<file path="config.mk">
export PLATFORM = sky130hd
export DESIGN_NAME = spi_shift_engine
export DESIGN_NICKNAME = d
export VERILOG_FILES = /design/src/rtl/spi_shift_engine_pkg.sv /design/src/rtl/spi_phase_timer.sv /design/src/rtl/spi_shift_engine.sv
export SDC_FILE = /design/constraint.sdc
export NUM_CORES = 1
export LEC_CHECK = 0
export BUFFER_PORTS_ARGS = -buffer_cell sky130_fd_sc_hd__buf_2
export CORE_MARGIN = 4
export CORE_UTILIZATION = 48
export CTS_CLUSTER_SIZE = 24
export DETAILED_ROUTE_END_ITERATION = 10
export HOLD_SLACK_MARGIN = 0.08
export PLACE_DENSITY_LB_ADDON = 0.25
export SLEW_MARGIN = 20
export SYNTH_ARGS = -nofsm -noshare
export SYNTH_HDL_FRONTEND = slang
export SYNTH_SLANG_ARGS = --single-unit
</file>
<file path="constraint.sdc">
create_clock -name CLK1 -period 1.95 [get_ports CLK1]
set_input_delay 0.195 -clock CLK1 [delete_from_list [all_inputs] [get_ports CLK1]]
set_output_delay 0.195 -clock CLK1 [all_outputs]
set_load 0.005 [all_outputs]
</file>
<file path="src/rtl/spi_shift_engine_pkg.sv">
// ---------------------------------------------------------------------------
// spi_shift_engine_pkg
// Shared definitions for the boot-flash SPI byte engine: transfer direction
// and width encodings, FSM state encoding and the per-edge bit step helper.
// ---------------------------------------------------------------------------
package spi_shift_engine_pkg;

    localparam logic SPI_READ   = 1'b0;
    localparam logic SPI_WRITE  = 1'b1;
    localparam logic SPI_SINGLE = 1'b0;
    localparam logic SPI_DUAL   = 1'b1;

    typedef enum logic [1:0] {
        ST_IDLE = 2'd0,
        ST_LOW  = 2'd1,
        ST_HIGH = 2'd2
    } spi_state_e;

    // Bits moved per SCK period: one line in single mode, two in dual mode.
    function automatic logic [3:0] bit_step(input logic mode);
        return (mode == SPI_DUAL) ? 4'd2 : 4'd1;
    endfunction

endpackage

</file>
<file path="src/rtl/spi_phase_timer.sv">
// ---------------------------------------------------------------------------
// spi_phase_timer
// Times one SCK half-period. While run_i is high the counter counts down
// from CLKDIV-1; phase_end_o is high in the last cycle of each phase and the
// counter reloads. While run_i is low the counter sits at its reload value so
// the first phase after a start lasts a full CLKDIV cycles.
// Ports:
//   clk_i        system clock
//   rst_i        synchronous active-high reset
//   run_i        engine is in a LOW or HIGH phase
//   phase_end_o  current cycle is the last of the phase
// ---------------------------------------------------------------------------
module spi_phase_timer #(
    parameter int CLKDIV = 1
) (
    input  logic clk_i,
    input  logic rst_i,
    input  logic run_i,
    output logic phase_end_o
);

    localparam int CW = (CLKDIV > 1) ? $clog2(CLKDIV) : 1;
    localparam logic [CW-1:0] RELOAD = CW'(CLKDIV - 1);

    logic [CW-1:0] cnt_q;
    logic [CW-1:0] cnt_d;

    assign phase_end_o = run_i && (cnt_q == '0);

    always_comb begin
        cnt_d = cnt_q;
        if (!run_i || (cnt_q == '0)) begin
            cnt_d = RELOAD;
        end else begin
            cnt_d = cnt_q - 1'b1;
        end
    end

    always_ff @(posedge clk_i) begin
        if (rst_i) begin
            cnt_q <= RELOAD;
        end else begin
            cnt_q <= cnt_d;
        end
    end

endmodule

</file>
<file path="src/rtl/spi_shift_engine.sv">
// ---------------------------------------------------------------------------
// spi_shift_engine
// Byte-level SPI master (mode 0) for the boot flash. One request per byte:
// direction, single/dual width and TX byte are latched on start. Generates
// SCK, drives or releases IO0/IO1, returns the received byte with a done
// pulse and reports bits still to be sampled.
// Ports:
//   CLK1, RST             clock, synchronous active-high reset
//   start/dir/mode/tx_data request strobe and its qualifiers
//   abort                 cancel the transfer in progress (no done)
//   sdo_in, sdi_in        IO0 / IO1 pad inputs
//   sck                   SPI clock, idles low
//   sdo_out/sdo_oe        IO0 drive value and enable
//   sdi_out/sdi_oe        IO1 drive value and enable
//   busy, done, rx_data   status, completion pulse, received byte
//   bits_left             bits not yet sampled (0 when idle)
// ---------------------------------------------------------------------------
module spi_shift_engine
    import spi_shift_engine_pkg::*;
#(
    parameter int CLKDIV = 1
) (
    input  logic       CLK1,
    input  logic       RST,
    input  logic       start,
    input  logic       dir,
    input  logic       mode,
    input  logic [7:0] tx_data,
    input  logic       abort,
    input  logic       sdo_in,
    input  logic       sdi_in,
    output logic       sck,
    output logic       sdo_out,
    output logic       sdo_oe,
    output logic       sdi_out,
    output logic       sdi_oe,
    output logic       busy,
    output logic       done,
    output logic [7:0] rx_data,
    output logic [3:0] bits_left
);

    spi_state_e  state_q, state_d;
    logic        dir_q, dir_d;
    logic        mode_q, mode_d;
    // The TX byte sits in [9:2]; the two spare LSBs take sampled pad bits so
    // that sampling on the rising edge never overwrites a TX bit still to go
    // out. After the final sample the received byte is exactly sr_q[7:0].
    logic [9:0]  sr_q, sr_d;
    logic [3:0]  bits_q, bits_d;
    logic        done_q, done_d;
    logic [7:0]  rx_q, rx_d;
    logic        phase_end;

    spi_phase_timer #(
        .CLKDIV (CLKDIV)
    ) u_timer (
        .clk_i       (CLK1),
        .rst_i       (RST),
        .run_i       (state_q != ST_IDLE),
        .phase_end_o (phase_end)
    );

    always_comb begin
        state_d = state_q;
        dir_d   = dir_q;
        mode_d  = mode_q;
        sr_d    = sr_q;
        bits_d  = bits_q;
        done_d  = 1'b0;
        rx_d    = rx_q;

        case (state_q)
            ST_IDLE: begin
                if (start) begin
                    dir_d   = dir;
                    mode_d  = mode;
                    sr_d    = {tx_data, 2'b00};
                    bits_d  = 4'd8;
                    state_d = ST_LOW;
                end
            end
            ST_LOW: begin
                if (phase_end) begin
                    // Rising SCK edge: capture pads into the spare LSBs.
                    if (mode_q == SPI_DUAL) begin
                        sr_d = {sr_q[9:2], sdi_in, sdo_in};
                    end else begin
                        sr_d = {sr_q[9:1], sdi_in};
                    end
                    bits_d  = bits_q - bit_step(mode_q);
                    state_d = ST_HIGH;
                end
            end
            ST_HIGH: begin
                if (phase_end) begin
                    if (bits_q == 4'd0) begin
                        rx_d    = sr_q[7:0];
                        done_d  = 1'b1;
                        state_d = ST_IDLE;
                    end else begin
                        // Falling SCK edge: present the next TX bit(s).
                        if (mode_q == SPI_DUAL) begin
                            sr_d = {sr_q[7:0], 2'b00};
                        end else begin
                            sr_d = {sr_q[8:0], 1'b0};
                        end
                        state_d = ST_LOW;
                    end
                end
            end
            default: begin
                state_d = ST_IDLE;
            end
        endcase

        // Abort overrides everything, including a start seen in IDLE.
        if (abort) begin
            state_d = ST_IDLE;
            bits_d  = 4'd0;
            done_d  = 1'b0;
            rx_d    = rx_q;
        end
    end

    always_ff @(posedge CLK1) begin
        if (RST) begin
            state_q <= ST_IDLE;
            dir_q   <= SPI_READ;
            mode_q  <= SPI_SINGLE;
            sr_q    <= '0;
            bits_q  <= 4'd0;
            done_q  <= 1'b0;
            rx_q    <= 8'h00;
        end else begin
            state_q <= state_d;
            dir_q   <= dir_d;
            mode_q  <= mode_d;
            sr_q    <= sr_d;
            bits_q  <= bits_d;
            done_q  <= done_d;
            rx_q    <= rx_d;
        end
    end

    assign busy      = (state_q != ST_IDLE);
    assign sck       = (state_q == ST_HIGH);
    assign done      = done_q;
    assign rx_data   = rx_q;
    assign bits_left = bits_q;

    always_comb begin
        sdo_out = 1'b0;
        sdo_oe  = 1'b0;
        sdi_out = 1'b0;
        sdi_oe  = 1'b0;
        if (busy) begin
            if (mode_q == SPI_SINGLE) begin
                // In single read the flash ignores IO0, so it is driven anyway.
                sdo_oe  = 1'b1;
                sdo_out = sr_q[9];
            end else if (dir_q == SPI_WRITE) begin
                sdi_oe  = 1'b1;
                sdi_out = sr_q[9];
                sdo_oe  = 1'b1;
                sdo_out = sr_q[8];
            end
        end
    end

endmodule

</file>
# Yosys cells after proc, flatten, opt, wreduce, memory -nomap -nowiden
# Cells that the tools add are included.
word_totals:
  reg_bits: 28
  output_inout_bits: 19
  elab_cells: 71
classes:
  add_sub_neg: 2
  eq_ne: 7
  muxes: 28
  bitwise_logic: 5
  n_reduce_logical: 19
ops:
  columns: ["operator", "n"]
  rows:
  - ["$mux W10", 4]
  - ["$pmux W10 S3", 1]
  - ["$mux W1", 13]
  - ["$mux W2", 6]
  - ["$reduce_and A5 Y1", 2]
  - ["$mux W4", 2]
  - ["$ne A2 B2 Y1 const B", 4]
  - ["$pmux W4 S2", 1]
  - ["$pmux W2 S3", 1]
  - ["$reduce_and A3 Y1", 2]
  - ["$reduce_and A6 Y1", 1]
  - ["$reduce_bool A2 Y1", 3]
  - ["$not A1 Y1", 5]
  - ["$logic_not A4 Y1", 1]
  - ["$reduce_and A4 Y1", 1]
  - ["$reduce_or A2 Y1", 2]
  - ["$reduce_or A4 Y1", 1]
  - ["$sub A4 B2 Y4", 1]
  - ["$reduce_bool A3 Y1", 1]
  - ["$eq A2 B1 Y1 const B", 1]
  - ["$eq A2 B2 Y1 const B", 1]
  - ["$logic_not A2 Y1", 1]
  - ["$ne A2 B1 Y1 const B", 1]
  - ["$reduce_and A2 Y1", 1]
  - ["other kinds (4)", 4]

# Longest topological paths before layout
depth:
  word_depth: 4
  depth_mapped: 9

# Modules after synthesis
# Synthesis repeated with hierarchy kept, for this count alone.
hier_totals:
  hier_cells: 165
  hier_area_um2: 1547.7
by_module_without_submodules:
  columns: ["module", "instances", "cells_per_inst", "area_per_inst_um2", "seq_area_each_um2"]
  rows:
  - ["spi_shift_engine", 1, 162, 1510.2, 540.5]
  - ["spi_phase_timer", 1, 3, 37.5, 20.0]

# Least setup slack after synthesis
# Ideal clock, no wire load.
synth_path:
  kind: "register -> register"
  startpoint: "register mode_q"
  endpoint: "register bits_q[1] (netlist: bits_left[1])"
  setup_time_ns: 0.070
  t_arrival_ns: 1.908
  setup_slack_ns: -0.028
  stages_incl_launch_ff: 8
  synth_period_minus_slack_ns: 1.978
  path_cell_list: "dfxtp_1 buf_4 buf_2 inv_1 ha_1 fa_1 or3b_1 a21oi_1"
synth_between:
  elab_chain_cells: 4
synth_lines:
  columns: ["element", "line_no", "source"]
  rows:
  - ["from (decl)", "spi_shift_engine.sv:45", "logic mode_q, mode_d;"]
  - ["from (signal assigned)", "spi_shift_engine.sv:138", "mode_q <= mode_d;"]
  - ["$mux W2", "spi_shift_engine_pkg.sv:21", "return (mode == SPI_DUAL) ? 4'd2 : 4'd1;"]
  - ["$sub A4 B2 Y4", "spi_shift_engine.sv:91", "bits_d = bits_q - bit_step(mode_q);"]
  - ["$mux W4", "spi_shift_engine.sv:84", "if (phase_end) begin"]
  - ["$pmux W4 S2", "spi_shift_engine.sv:73", "case (state_q)"]
  - ["to (signal assigned)", "spi_shift_engine.sv:140", "bits_q <= bits_d;"]
  - ["to (decl)", "spi_shift_engine.sv:50", "logic [3:0] bits_q, bits_d;"]
# Every way passes these cells. The select of a mux whose other input is x is not followed.
# A chain may end at the register's enable or synchronous reset.

# Worst setup path after layout
layout_path:
  startpoint: "register state_q[0]"
  endpoint: "register sr_q[0]"
layout_between:
  elab_chain_cells: 4
  elab_cells_between_ends: 12
  cone_classes: "eq/ne (6); mux (1); reduce/logical (5)"
layout_lines:
  columns: ["element", "line_no", "source"]
  rows:
  - ["from (decl)", "spi_shift_engine.sv:43", "spi_state_e state_q, state_d;"]
  - ["from (signal assigned)", "spi_shift_engine.sv:136", "state_q <= state_d;"]
  - ["$reduce_bool A2 Y1", "spi_shift_engine.sv:60", ".run_i (state_q != ST_IDLE),"]
  - ["$logic_and A1 B1 Y1", "spi_phase_timer.sv:28", "assign phase_end_o = run_i && (cnt_q == '0);"]
  - ["$ne A2 B2 Y1 (no line) or $ne A2 B1 Y1 (tied branches)", null, null]
  - ["$reduce_and A5 Y1 (no line)", null, null]
  - ["to (signal assigned)", "spi_shift_engine.sv:139", "sr_q <= sr_d;"]
  - ["to (decl)", "spi_shift_engine.sv:49", "logic [9:0] sr_q, sr_d;"]
# Several ways; a longest one is shown, not always the timed one.

==> flow_summary.json <==
{
  "netlist.area_leader.share_pct": 35.81,
  "synthArstFlopShare_pct": 0,
  "syn_inst": 172,
  "fin_crit_sh_pct": 95.94,
  "ant_nets": 0,
  "synth_xor_area_share_pct": 0.5596,
  "crit_family": "simple AND/OR/NAND/NOR gates",
  "drive_gt1_share_pct": 29.72,
  "port_buffers": 34,
  "syn_to_final_growth_pct": 20.46,
  "cts_buffers": 3,
  "slew_violations": 0,
  "die_x_um": 65.11,
  "nets": 238,
  "drt-met1-wl_um": 1650,
  "grt_use_total_pct": 17.96,
  "finalHoldViolCount": 0,
  "final_util_pct": 61.26,
  "grt_max_degree": 25,
  "cp-start-kind": "register",
  "final-setup-viol-count": 0,
  "cts-htree-levels": 1,
  "fp-row-count": 20,
  "skew_ns": 0.005098,
  "end_kind": "register",
  "path_max_fanout": 5,
  "wire_per_inst_um": 13.70,
  "cts_tree": "yes",
  "dp_hpwl_um": 2687,
  "path_cells": "inv_1 > ha_2 > nor2b_1 > o32a_4 > or4b_4 > a21oi_2",
  "worstPathArrival_ns": 2.16,
  "ir_worst_vdd_v": 0.0004680,
  "worstSkewPairLatency_ns": 0.34,
  "cts_sinks": 28,
  "status": "finished clean",
  "synth_flop_cell": "dfxtp_1",
  "rsz0062_at_grt": "false",
  "grt_overflow": 0,
  "avgViaCountPerCell": 5.207,
  "synth_most_common_cell": "nor2_1",
  "yosys_warnings": 0,
  "drc": 0,
  "yosysTopAreaCell": "dfxtp_1",
  "synth-simple-area-share_pct": 19.26,
  "coreArea_um2": 3078,
  "muxShareOfSynthArea_pct": 12.15,
  "timing.fmax_ghz": 0.5345,
  "io_pins": 35,
  "syn_nets": 197,
  "synth.distinct_cells": 40,
  "synth_area_per_cell_um2": 9.100,
  "synthTopCellsByArea": "dfxtp_1 36%, mux2i_1 12%, nor2_1 7.7%",
  "synth_seq_cells": 28,
  "fin_setup_tns_ns": 0,
  "antenna_found_initial": 0,
  "leakage_nw": 0.8696,
  "synth_fa_ha_area_share_pct": 7.674,
  "period_minus_slack_ns": 1.871,
  "floorplan.die.height_um": 65.11,
  "ys_seq_area_share_pct": 35.81,
  "synth_top_family_by_area": "simple AND/OR/NAND/NOR gates",
  "synth_edf_count": 0,
  "highest_layer": "met4",
  "crit_buf_inv": 1,
  "yosys-top-cells-count": "32 x nor2_1, 28 x dfxtp_1, 19 x mux2i_1, 15 x a21oi_1, 9 x nand2_1",
  "powerDensity_nw_per_um2": 678.1,
  "start_util_pct": 50.85,
  "n_antenna_cell": 0,
  "wl_met3_um": 184,
  "maxCapViolations": 0,
  "dieArea_um2": 4239,
  "clockBufferDepth": 2,
  "drt_iter0_markers": 66,
  "synthesis.area_um2": 1565,
  "detail_route.wirelength_um": 3506,
  "grt_pass1_wl_um": 6051,
  "vias": 1333,
  "synth_compound_area_share_pct": 17.99,
  "gp_congestion": 0.7599,
  "drt_pass1_iterations": 4,
  "root_buffer": "clkbuf_4",
  "path_clk_slew_ns": 0.16,
  "critPathKind": "reg2reg",
  "hold_buffers": 0,
  "grt_pass1_vias": 1361,
  "hold_class": "in2reg",
  "critPathRequiredTime_ns": 2.24,
  "slowest_stage": "or4b_4",
  "dr_wl_met2_um": 1636,
  "cpPeakStageDelay_ns": 0.55
}
## power breakdown
| group | total, mW | switching [mW] | internal [mW] | leakage (nW) |
|---|---|---|---|---|
| clock network | 0.396 | 0.188 | 0.208 | 0.0279 |
| registers | 0.630 | 0.0293 | 0.601 | 0.229 |
| logic | 0.252 | 0.128 | 0.124 | 0.613 |
## registers in the layout, indices dropped and copies added, names as in the netlist
register and flops:
bits_left 4, dir_q 1, sr_q 10, rx_data 8, u_timer.cnt_q 1, done 1
state_q 2, mode_q 1
## kinds of logic (layout without fill, tap and decap cells)
kind of cell             after synthesis  after routing
AO/OA/AOI/OAI                         35             35
XOR/XNOR                               1              1
adder cells (fa/ha/maj)                9              9
buffers and inverters                 17             57
flip-flops                            28             28
multiplexers                          19             19
other                                  1              1
AND/OR/NAND/NOR                       62             62
## worst reg2reg max path, stage by stage (launching register included)
cell	delay, ns
dfxtp_2	0.38
inv_1	0.06
ha_2	0.20
nor2b_1	0.15
o32a_4	0.33
or4b_4	0.55
a21oi_2	0.15
## worst paths after layout
path	from	end	slack, ns	cells past startpoint
worst max register to register	state_q[0]	sr_q[0]	0.08	6
worst min register to register	rx_data[4]	rx_data[4]	0.51	2
worst min-delay path	mode	mode_q	0.08	3
worst max-delay path	state_q[0]	sr_q[0]	0.08	6
## final cells by class
cell class | count | area (um^2)
clock buffers | 3 | 22.52
clock inverters | 1 | 30.03
fillers | 292 | 1192
inverters | 8 | 30.03
multi-input cells | 127 | 920.9
flip-flops and latches | 28 | 561.8
well taps | 44 | 55.05
repair buffers | 45 | 265.3
## per-layer routing
metal	vias to the layer above	track usage (%)
met5	-	0
met4	0	5.440
met3	4	3.077
met2	37	30.65
met1	611	23.14
li1	681	-
## per-stage QoR
step | std cells | instance area [um^2] | hold slack [ns] | power, mW | worst slack, ns
floorplan | 172 | 1568 | 0.3425 | 0.8088 | 0.03429
CTS | 255 | 1851 | 0.08188 | 1.267 | 0.01470
detailed placement | 251 | 1797 | 0.4643 | 0.8790 | 0.006992
global placement | 251 | 1797 | 0.4513 | 0.8673 | 0.1471
finish | 256 | 1886 | 0.08259 | 1.279 | 0.07908
global route | 256 | 1886 | 0.08667 | 1.333 | 0.002320
## cell usage in the layout, fill, tap and decap left out, types with 2 or more instances in the layout
cell,Yosys,routed
buf_2,3,34
nor2_1,32,32
dfxtp_1,28,27
mux2i_1,19,19
a21oi_1,15,14
buf_4,1,10
nand2_1,9,9
inv_1,8,8
a211oi_1,7,7
ha_1,8,7
nand3_1,5,5
clkbuf_4,0,3
and2_1,2,2
o21a_1,2,2
a211oi_2,2,2
nand3b_1,2,2
or3b_1,2,2
o21ai_0,2,2
## what timing repair did
item,CTS,global route
pin swaps,0,1
buffers inserted,0,1
setup endpoints to repair,1,11
endpoints found under the hold margin,0,0
gates resized for setup,1,4
Power figures use the tool's default switching activity.
